$ cat src/rtl/trivium_pkg.sv
// Shared constants and state encoding for the Trivium keystream consumer.
package trivium_pkg;

    localparam int TRIVIUM_STATE_BITS = 288;
    localparam int TRIVIUM_WARMUP     = 4 * TRIVIUM_STATE_BITS;

    typedef enum logic {
        WARMUP = 1'b0,
        FILL   = 1'b1
    } deser_state_e;

endpackage

$ cat src/rtl/trivium_ks_deser.sv
// Drives the Trivium core enable, discards the warm-up bits and packs the
// following keystream bits MSB-first into DATA_W-bit words.
module trivium_ks_deser
    import trivium_pkg::*;
#(
    parameter int DATA_W        = 8,
    parameter int WARMUP_CYCLES = TRIVIUM_WARMUP
) (
    input  logic              clk,
    input  logic              rst,
    input  logic              i_ks_bit,
    input  logic              i_consume,
    output logic              o_ks_enable,
    output logic [DATA_W-1:0] o_ks_word,
    output logic              o_ks_full,
    output logic              o_warm_done
);

    localparam int WARM_W = $clog2(WARMUP_CYCLES + 1);
    localparam int BIT_W  = $clog2(DATA_W);
    localparam logic [WARM_W-1:0] WARM_LAST = WARM_W'(WARMUP_CYCLES - 1);
    localparam logic [WARM_W-1:0] WARM_MAX  = WARM_W'(WARMUP_CYCLES);
    localparam logic [BIT_W-1:0]  BIT_LAST  = BIT_W'(DATA_W - 1);

    deser_state_e      r_state;
    logic [WARM_W-1:0] r_warm_cnt;
    logic [BIT_W-1:0]  r_bit_cnt;
    logic [DATA_W-1:0] r_ks_word;
    logic              r_ks_full;
    logic              r_warm_done;
    logic              w_step;

    // A full word freezes the core, so no keystream bit is dropped or reused.
    assign w_step      = (r_state == WARMUP) || !r_ks_full;
    assign o_ks_enable = w_step && !rst;
    assign o_ks_word   = r_ks_word;
    assign o_ks_full   = r_ks_full;
    assign o_warm_done = r_warm_done;

    // NOTE: sequential state uses non-blocking assignments only, so every
    // right-hand side below sees the pre-edge value of the registers.
    always_ff @(posedge clk or posedge rst) begin
        if (rst) begin
            r_state     <= WARMUP;
            r_warm_cnt  <= '0;
            r_bit_cnt   <= '0;
            r_ks_word   <= '0;
            r_ks_full   <= 1'b0;
            r_warm_done <= 1'b0;
        end else begin
            // Consume only happens while full, i.e. never on a stepping edge.
            if (i_consume) begin
                r_ks_full <= 1'b0;
            end
            if (w_step) begin
                case (r_state)
                    WARMUP: begin
                        if (r_warm_cnt != WARM_MAX) begin
                            r_warm_cnt <= r_warm_cnt + WARM_W'(1);
                        end
                        if (r_warm_cnt == WARM_LAST) begin
                            r_warm_done <= 1'b1;
                            r_state     <= FILL;
                        end
                    end
                    FILL: begin
                        r_ks_word <= {r_ks_word[DATA_W-2:0], i_ks_bit};
                        if (r_bit_cnt == BIT_LAST) begin
                            r_ks_full <= 1'b1;
                            r_bit_cnt <= '0;
                        end else begin
                            r_bit_cnt <= r_bit_cnt + BIT_W'(1);
                        end
                    end
                    default: r_state <= WARMUP;
                endcase
            end
        end
    end

endmodule

$ cat src/rtl/trivium_stream_xor.sv
// XORs input words with packed Trivium keystream words over valid/ready;
// the same block encrypts and decrypts.
module trivium_stream_xor
    import trivium_pkg::*;
#(
    parameter int DATA_W        = 8,
    parameter int WARMUP_CYCLES = TRIVIUM_WARMUP
) (
    input  logic              clk,
    input  logic              rst,
    input  logic              ks_bit,
    output logic              ks_enable,
    input  logic              in_valid,
    output logic              in_ready,
    input  logic [DATA_W-1:0] in_data,
    output logic              out_valid,
    input  logic              out_ready,
    output logic [DATA_W-1:0] out_data,
    output logic              warm_done
);

    logic [DATA_W-1:0] w_ks_word;
    logic              w_ks_full;
    logic              w_in_fire;
    logic              w_out_fire;
    logic              r_out_valid;
    logic [DATA_W-1:0] r_out_data;

    trivium_ks_deser #(
        .DATA_W        (DATA_W),
        .WARMUP_CYCLES (WARMUP_CYCLES)
    ) u_deser (
        .clk         (clk),
        .rst         (rst),
        .i_ks_bit    (ks_bit),
        .i_consume   (w_in_fire),
        .o_ks_enable (ks_enable),
        .o_ks_word   (w_ks_word),
        .o_ks_full   (w_ks_full),
        .o_warm_done (warm_done)
    );

    // Accept only when a word is ready and the output slot frees this cycle.
    assign in_ready   = w_ks_full && (!r_out_valid || out_ready);
    assign w_in_fire  = in_valid && in_ready;
    assign w_out_fire = r_out_valid && out_ready;
    assign out_valid  = r_out_valid;
    assign out_data   = r_out_data;

    always_ff @(posedge clk or posedge rst) begin
        if (rst) begin
            r_out_valid <= 1'b0;
            r_out_data  <= '0;
        end else if (w_in_fire) begin
            r_out_valid <= 1'b1;
            r_out_data  <= in_data ^ w_ks_word;
        end else if (w_out_fire) begin
            r_out_valid <= 1'b0;
        end
    end

endmodule

$ cat config.mk
export PLATFORM = sky130hd
export DESIGN_NAME = trivium_stream_xor
export DESIGN_NICKNAME = d
export VERILOG_FILES = /design/src/rtl/trivium_pkg.sv /design/src/rtl/trivium_ks_deser.sv /design/src/rtl/trivium_stream_xor.sv
export SDC_FILE = /design/constraint.sdc
export NUM_CORES = 1
export LEC_CHECK = 0
export ABC_AREA = 1
export CORE_AREA = 5 5 48 82
export CTS_BUF_LIST = sky130_fd_sc_hd__clkbuf_4
export DETAILED_ROUTE_END_ITERATION = 12
export DIE_AREA = 0 0 53 87
export HOLD_SLACK_MARGIN = 0.06
export PLACE_DENSITY = 0.78
export SLEW_MARGIN = 20
export SYNTH_ARGS = -nofsm -noshare
export SYNTH_HDL_FRONTEND = slang
export SYNTH_SLANG_ARGS = --single-unit
$ cat constraint.sdc
create_clock -name clk -period 1.4 [get_ports clk]
set_input_delay 0.28 -clock clk [delete_from_list [all_inputs] [get_ports clk]]
set_output_delay 0.28 -clock clk [all_outputs]
set_load 0.005 [all_outputs]
==> results.md, run 1 <==
- Adder-cell area share of the yosys netlist: between 2 and 3%
- Most frequent cell on the critical path: sky130_fd_sc_hd__nand2_1
- Global-route wire length before repair: about 6.4 mm
- EDFF count, synth: 0
- Number of buffers inserted for hold repair after clock tree synthesis: 0
- Tmin final: about 1.4 ns
- Post-layout nets: 267
- Sw frac: around 27%
- Share of cell area taken by muxes after synthesis: 0%
- Average detailed-routed wire length per instance: ~12 um
- Measured slew at the worst slew-check pin: approximately 0.34 ns
- Router iterations before antenna repair: 4
- Cell area power density: 984 nW/um2
- I/O pin count: 25
- Max stage delay cell, worst path: sky130_fd_sc_hd__dfrtp_1
- Share of flip-flops with an asynchronous set or reset after synthesis: 100%
- Vertical extent of the die: ~87 um
- Gate power share: between 20 and 25%
- Final hold vios: 0
- Share of Yosys cell area claimed by the top area cell type: about 50%
- Static Leakage: around 1.1 nW
- TritonCTS clock tree: done
- Number of cell rows: 28
- Sequential fraction of design power: between 50% and 60%
- Clk network pwr share: around a quarter
- Number of antenna-violating nets in the routed design: 0
- Critical path startpoint category: register
- Clock slew at the register clock pins of the worst setup and hold paths: between 0.1 and 0.15 ns
- Most used DFF post-synth: sky130_fd_sc_hd__dfrtp_1
- Synthesis-to-finish area growth: 31.4%
- Crit Reg-Reg Startpoint: u_deser.r_warm_cnt[0]
- Type of the tightest min-delay check: in -> async
- Number of library cell types mapped by synthesis: 21
- Routability Congestion: about 0.83
- Critical path's largest stage delay: about 0.43 ns
- Most frequent cell after synthesis: sky130_fd_sc_hd__nand2_1
- Critical path fanouts, max: 5
- Number of vias in the routed layout: 1461
- Cell Int Power: roughly 1.6 mW
- Cell types with the highest counts after synthesis: 86 x sky130_fd_sc_hd__nand2_1, 34 x sky130_fd_sc_hd__dfrtp_1, 14 x sky130_fd_sc_hd__inv_1, 11 x sky130_fd_sc_hd__nor2_1, 11 x sky130_fd_sc_hd__xnor2_1
- Pin count of the biggest net entering global routing: 35
- Buffers on Ports: 24
- GRT Util Overall: around a fifth
- Total negative setup slack: 0 ns
- Net count after synthesis: roughly 220
- Insertion delay to the later sink of the worst-skew pair: roughly 0.34 ns
- Storage element area: 851 um2
- Effective utilization at floorplan: 51.7%
- Total of warnings raised by yosys: 0
- FF+latch count, synth: 34
- Number of fill cells: about 270
- Number of global-route vias before repair: roughly 1500
- Share of the synthesized netlist area taken by xor and xnor gates: 6.76%
- Register-to-register setup slack: 0.02 ns
- Routed wire length: ~3.7 mm
- Total standard cell area after synthesis: about 1700 um2
- Final setup fails: 0
- Seq/Total Area, Yosys: 50.5%
- Final critical-path share of the clock period: a little over nine tenths
- Die area: roughly 4600 um2
- Core box area: 3260 um2
- Synthesized netlist cell count: around 200
- CTS Root Cell: sky130_fd_sc_hd__clkbuf_4
- Largest vdd supply drop: slightly above 0.0008 V
- Crit path capture type: register
- Worst Setup SP: u_deser.r_warm_cnt[0]
- Count of antenna diodes in the layout: 0
- Combined area of the multi-input logic cells: slightly below 800 um2
- Initial antenna violation count: 0
- Classification of the worst setup path: reg -> reg
- Share of layout cells above drive strength 1: ~21%
- Total clock buffers created by CTS: 5
- Max-Slew Margin vs Limit: between 70% and 80%
- Fraction of the mapped netlist area in simple logic gates: 27.2%
- Bufs on Longest Clock Path: 2
- RSZ-0062 raised after global routing: true
- Final max-slew violation count: 0
- Horizontal extent of the die: 53 um
- Final WS setup: around 0.022 ns
- Biggest area consumer among synthesized cells: sky130_fd_sc_hd__dfrtp_1
- Result of the run: finished, final reports clean
- Maximum frequency from static timing analysis: 726 MHz
- Power Total: approximately 2.2 mW
- Max_cap viols: 0
- Req. time, crit path: 1.67 ns
- Clock sink total: 34
- Worst-case clock skew: around 0.011 ns
- Detailed-route DRC error count: 0
- DR iter-0 viols: 38
- Pre-CTS worst setup slack: -0.284 ns
- Detailed-route vias per instance: roughly 4.9
- Final design utilization: between 60% and 70%
- Overall overflow remaining after global route: 0
- Post-Syn Area per Cell: around 8.4 um2
- Switching power total: between 0.5 and 0.6 mW
- Cell-by-cell listing of the critical path: inv_2, ha_1, nand3_1, nor2_1, nand2_1, nand2_4, buf_6, nand2_1, o21ai_1
- Critical Path AT: 1.64 ns
- Post-synthesis compound-gate area fraction: under 10%
- Combinational family with the most area after synthesis: simple AND/OR/NAND/NOR gates
- H-tree Lvls: 2
- Final HPWL DP: 2.71 mm
- Cell types with the largest area share after synthesis: sky130_fd_sc_hd__dfrtp_1 50%, sky130_fd_sc_hd__nand2_1 19%, sky130_fd_sc_hd__xnor2_1 5.7%
[power by group through the flow]
stage               sequential [mW]  combinational [mW]  clock, mW
floorplan                      1.19               0.197          0
global placement               1.18               0.552          0
CTS                            1.16               0.492      0.542
global route                   1.18               0.534      0.605
detailed placement             1.18               0.567          0
finish                         1.16               0.486      0.534
[worst max-delay path: cells and delay by family (launching register included)]
| family | cells | cell delay [ns] |
|---|---|---|
| AND/OR/NAND/NOR | 5 | 0.45 |
| buffers and inverters | 2 | 0.20 |
| AO/OA/AOI/OAI | 1 | 0.08 |
| flip-flops | 1 | 0.43 |
| adder cells (fa/ha/maj) | 1 | 0.14 |
[worst paths after layout]
check | endpoint | cells after the start
worst min register to register | out_data[6] | 2
worst max-delay path | u_deser.r_warm_cnt[2] | 9
max in group asynchronous | u_deser.r_bit_cnt[0] | 3
worst max register to register | u_deser.r_warm_cnt[2] | 9
min in group clk | out_data[6] | 2
worst min-delay path | u_deser.r_warm_cnt[8] | 3
[per-layer routing]
metal  part of all wire [%]  global-route usage, %
met3                    2.7                   4.29
met2                     56                   32.8
met1                     38                   20.0
met4                    3.0                   9.53
met5                      0                      0
[what timing repair did]
item                                    CTS  global route
pin swaps                                 0             3
endpoints found under the setup margin   13            17
gates resized for setup                  15            17
buffers inserted                          3             1
[kinds of logic after synthesis]
| kind of cell | Yosys count |
|---|---|
| buffers and inverters | 20 |
| DFF | 34 |
| and+or+nand+nor | 113 |
| adders and majority gates | 4 |
| AOI/OAI and AO/OA | 17 |
| xor gates and xnor gates | 13 |
[state kept, by name (all words and copies together), names as in the netlist]
| name | count |
|---|---|
| u_deser.r_warm_cnt | 11 |
| u_deser.o_warm_done | 1 |
| out_valid | 1 |
| u_deser.r_state | 1 |
| u_deser.o_ks_full | 1 |
| u_deser.o_ks_word | 8 |
| out_data | 8 |
| u_deser.r_bit_cnt | 3 |
[layout by cell type (no fill, tap or decap)]
cell type,n
sky130_fd_sc_hd__clkinv_1,1
sky130_fd_sc_hd__dfrtp_1,34
sky130_fd_sc_hd__o21bai_1,1
sky130_fd_sc_hd__nor3_1,1
sky130_fd_sc_hd__xor2_1,2
sky130_fd_sc_hd__inv_4,1
sky130_fd_sc_hd__clkbuf_2,1
sky130_fd_sc_hd__ha_2,1
sky130_fd_sc_hd__buf_6,4
sky130_fd_sc_hd__inv_2,3
sky130_fd_sc_hd__nor2_1,9
sky130_fd_sc_hd__nand3_1,5
sky130_fd_sc_hd__a21oi_2,1
sky130_fd_sc_hd__o21ai_0,5
sky130_fd_sc_hd__clkbuf_4,6
sky130_fd_sc_hd__dlygate4sd2_1,10
sky130_fd_sc_hd__nor2_2,3
sky130_fd_sc_hd__nand4_1,3
sky130_fd_sc_hd__xnor2_1,11
sky130_fd_sc_hd__ha_1,3
sky130_fd_sc_hd__nand3_2,1
sky130_fd_sc_hd__inv_1,12
sky130_fd_sc_hd__o21ai_2,8
sky130_fd_sc_hd__buf_4,16
sky130_fd_sc_hd__buf_12,2
sky130_fd_sc_hd__nand2_4,1
sky130_fd_sc_hd__o21ai_1,1
sky130_fd_sc_hd__o21a_1,1
sky130_fd_sc_hd__buf_2,1
sky130_fd_sc_hd__nand2_2,1
sky130_fd_sc_hd__nand3b_1,2
sky130_fd_sc_hd__nor2_4,1
sky130_fd_sc_hd__clkdlybuf4s50_1,12
sky130_fd_sc_hd__nand2_1,86
sky130_fd_sc_hd__clkinv_2,1
[cell type report]
cell class	count	share of cell area [%]
inverters	16	2.82
flip-flops and latches	34	38.4
well taps	45	2.54
repair buffers	46	19.1
clock buffers	6	2.03
clock inverters	2	0.395
multi-input cells	147	34.7
[per-stage QoR]
stage                     area (um2)  hold WS, ns  instances
final                           2210        0.340        296
after global routing            2210        0.376        296
after CTS                       2170        0.317        295
after detailed placement        2110        0.467        284
after global placement          2110        0.463        284
after floorplan                 1690        0.376        201
(Power assumes the default switching activity.)
==> inputs of run 2 (changes only) <==
--- a/config.mk
+++ b/config.mk
@@ -6,6 +6,7 @@
 export NUM_CORES = 1
 export LEC_CHECK = 0
 export ABC_AREA = 1
+export CAP_MARGIN = 20
 export CORE_AREA = 5 5 48 82
 export CTS_BUF_LIST = sky130_fd_sc_hd__clkbuf_4
 export DETAILED_ROUTE_END_ITERATION = 12
==> results of run 2 <==
No change in the layout: final DEF, timing and power equal those of run 1.
==> inputs of run 3 (changes only) <==
--- a/config.mk
+++ b/config.mk
@@ -12,6 +12,7 @@
 export DETAILED_ROUTE_END_ITERATION = 12
 export DIE_AREA = 0 0 53 87
 export HOLD_SLACK_MARGIN = 0.06
+export MAX_ROUTING_LAYER = met4
 export PLACE_DENSITY = 0.78
 export SLEW_MARGIN = 20
 export SYNTH_ARGS = -nofsm -noshare
==> run 3 against run 2 <==
Against the previous run:
- die area unchanged
- via count decreased by 0.34%
- sequential share of layout area unchanged
- final cell count unchanged
- total power about the same
- sequential power about the same
- sequential cell count unchanged
- highest routed layer unchanged
- first-iteration DRC count increased by 34%
==> results.md, run 3 (same netlist as run 1, synthesis figures left out) <==
- Crit path capture type: register
- Sequential fraction of design power: 53.2% (about the same)
- Insertion delay to the later sink of the worst-skew pair: 0.34 ns (about the same)
- Critical Path AT: 1.65 ns (about the same)
- Placed Cells incl. Taps: 284 (unchanged)
- Share of layout cells above drive strength 1: 20.7% (unchanged)
- Clock slew at the register clock pins of the worst setup and hold paths: 0.11 ns (about the same)
- Post-layout nets: 267 (unchanged)
- Cell area power density: 985 nW/um2 (about the same)
- H-tree Lvls: 2 (unchanged)
- Number of antenna-violating nets in the routed design: 0 (unchanged)
- Most frequent standard cell in the layout excluding fill and tap cells: sky130_fd_sc_hd__nand2_1
- Number of cell rows: 28 (unchanged)
- Buffers on Ports: 24 (unchanged)
- Tmin final: 1.38 ns (-0.000678 ns)
- Static Leakage: 1.13 nW (unchanged)
- I/O pin count: 25 (unchanged)
- Total clock buffers created by CTS: 5 (unchanged)
- Horizontal extent of the die: 53 um (unchanged)
- Pin count of the biggest net entering global routing: 35 (unchanged)
- Final max-slew violation count: 0 (unchanged)
- Most frequent cells in the layout: 86 x sky130_fd_sc_hd__nand2_1, 34 x sky130_fd_sc_hd__dfrtp_1, 16 x sky130_fd_sc_hd__buf_4
- RSZ-0062 raised after global routing: true
- Max-Slew Margin vs Limit: 78.0% (+0.79 points)
- Result of the run: finished, final reports clean
- Clock sink total: 34 (unchanged)
- Router iterations before antenna repair: 4 (unchanged)
- Largest vdd supply drop: 0.000828 V (-0.19%)
- Worst-case clock skew: 0.0103 ns (-0.000974 ns)
- Sw frac: 27.3% (+0.029 points)
- Effective utilization at floorplan: 51.7% (unchanged)
- Detailed-route vias per instance: 4.92 (-0.34%)
- TritonCTS clock tree: done
- Register bank with the most flops: u_deser.r_warm_cnt
- Synthesis-to-finish area growth: 31.4% (unchanged)
- Number of vias in the routed layout: 1456 (-0.34%)
- Switching power total: 0.595 mW (+0.15%)
- Critical path startpoint category: register
- Max_cap viols: 0 (unchanged)
- Measured slew at the worst slew-check pin: 0.327 ns (-0.0118 ns)
- Count of antenna diodes in the layout: 0 (unchanged)
- Core box area: 3260 um2 (unchanged)
- Flip-flop count of the largest register, all copies and words added: 11 (unchanged)
- CTS Root Cell: sky130_fd_sc_hd__clkbuf_4
- Number of buffers inserted for hold repair after clock tree synthesis: 0 (unchanged)
- Global-route wire length before repair: 6.43 mm (+0.11%)
- Final HPWL DP: 2.71 mm (unchanged)
- GRT Util Overall: 19.2% (+0.59 points)
- Number of standard cells in the final layout excluding fillers: 296 (unchanged)
- Routed wire length: 3.66 mm (about the same)
- Final WS setup: 0.0230 ns (+0.000678 ns)
- DR iter-0 viols: 51 (+34%)
- Overall overflow remaining after global route: 0 (unchanged)
- Most frequent cell on the critical path: sky130_fd_sc_hd__nand2_1
- Gate power share: 22.3% (about the same)
- Crit Reg-Reg Startpoint: u_deser.r_warm_cnt[0]
- Max stage delay cell, worst path: sky130_fd_sc_hd__dfrtp_1
- Detailed-route DRC error count: 0 (unchanged)
- Maximum frequency from static timing analysis: 726 MHz (about the same)
- Critical path's largest stage delay: 0.43 ns (about the same)
- Bufs on Longest Clock Path: 2 (unchanged)
- Number of global-route vias before repair: 1524 (-0.066%)
- Power Total: 2.18 mW (about the same)
- Type of the tightest min-delay check: in -> async
- Average detailed-routed wire length per instance: 12.4 um (about the same)
- Worst Setup SP: u_deser.r_warm_cnt[0]
- Clk network pwr share: 24.5% (about the same)
- Classification of the worst setup path: reg -> reg
- Pre-CTS worst setup slack: -0.284 ns (unchanged)
- Routability Congestion: 0.842 (+1.5%)
- Cell-by-cell listing of the critical path: inv_2, ha_1, nand3_1, nor2_1, nand2_1, nand2_4, buf_6, nand2_1, o21ai_1
- Initial antenna violation count: 0 (unchanged)
- Final critical-path share of the clock period: 98.4% (about the same)
- Critical path fanouts, max: 5 (unchanged)
- Final setup fails: 0 (unchanged)
- Req. time, crit path: 1.67 ns (about the same)
- Final hold vios: 0 (unchanged)
- Cell Int Power: 1.59 mW (about the same)
- Vertical extent of the die: 87 um (unchanged)
- Die area: 4610 um2 (unchanged)
==> run 3: power groups by stage <==
stage               Sequential (mW)  Clock, mW  Combinational [mW]
global route                   1.18      0.605               0.534
floorplan                      1.19          0               0.197
detailed placement             1.18          0               0.567
finish                         1.16      0.534               0.486
global placement               1.18          0               0.552
CTS                            1.16      0.542               0.492
==> run 3: worst paths after layout <==
path,endpoint,slack (ns),cells past startpoint
worst min register to register,out_data[6],0.48,2
max in group asynchronous,u_deser.r_bit_cnt[0],0.88,3
min in group clk,out_data[6],0.48,2
worst max register to register,u_deser.r_warm_cnt[2],0.02,9
worst min-delay path,u_deser.r_warm_cnt[8],0.34,3
worst max-delay path,u_deser.r_warm_cnt[2],0.02,9
==> run 3: layout make-up <==
class	count	area [um2]
Fill cell	272	1040
Inverter	16	62.6
Multi-Input combinational cell	147	768
Timing Repair Buffer	46	423
Clock inverter	2	8.76
Clock buffer	6	45.0
Sequential cell	34	851
Tap cell	45	56.3
==> run 3: through the flow <==
step	cell area [um2]	hold slack [ns]	TNS, ns	util (%)
floorplan	1690	0.376	0	-
global placement	2110	0.463	-0.931	64.7
detailed placement	2110	0.467	-1.12	64.7
CTS	2170	0.317	0	66.5
global route	2210	0.378	-0.156	68.0
finish	2210	0.339	0	68.0
==> run 3: routing by layer <==
layer / part of all wire (%) / global-route usage [%] / up-vias / wire length [um]
met5: 0 / - / - / 0
met4: 2.9 / 9.53 / 0 / 106
met3: 2.6 / 4.29 / 13 / 96
met2: 57 / 33.0 / 24 / 2070
met1: 38 / 20.0 / 698 / 1390
li1: - / - / 721 / -
==> run 3: critical path, delay by kind of cell, from the launching register on <==
kind,cells,cell delay (ns)
simple gates,5,0.45
flops,1,0.43
buf+inv,2,0.20
fa+ha+maj,1,0.14
compound gates,1,0.08
==> run 3: repair_timing <==
| item | 4_1_cts | 5_1_grt |
|---|---|---|
| resized for setup | 15 | 17 |
| endpoints found under the setup margin | 13 | 17 |
| pin swaps | 0 | 3 |
| buffers inserted | 3 | 1 |
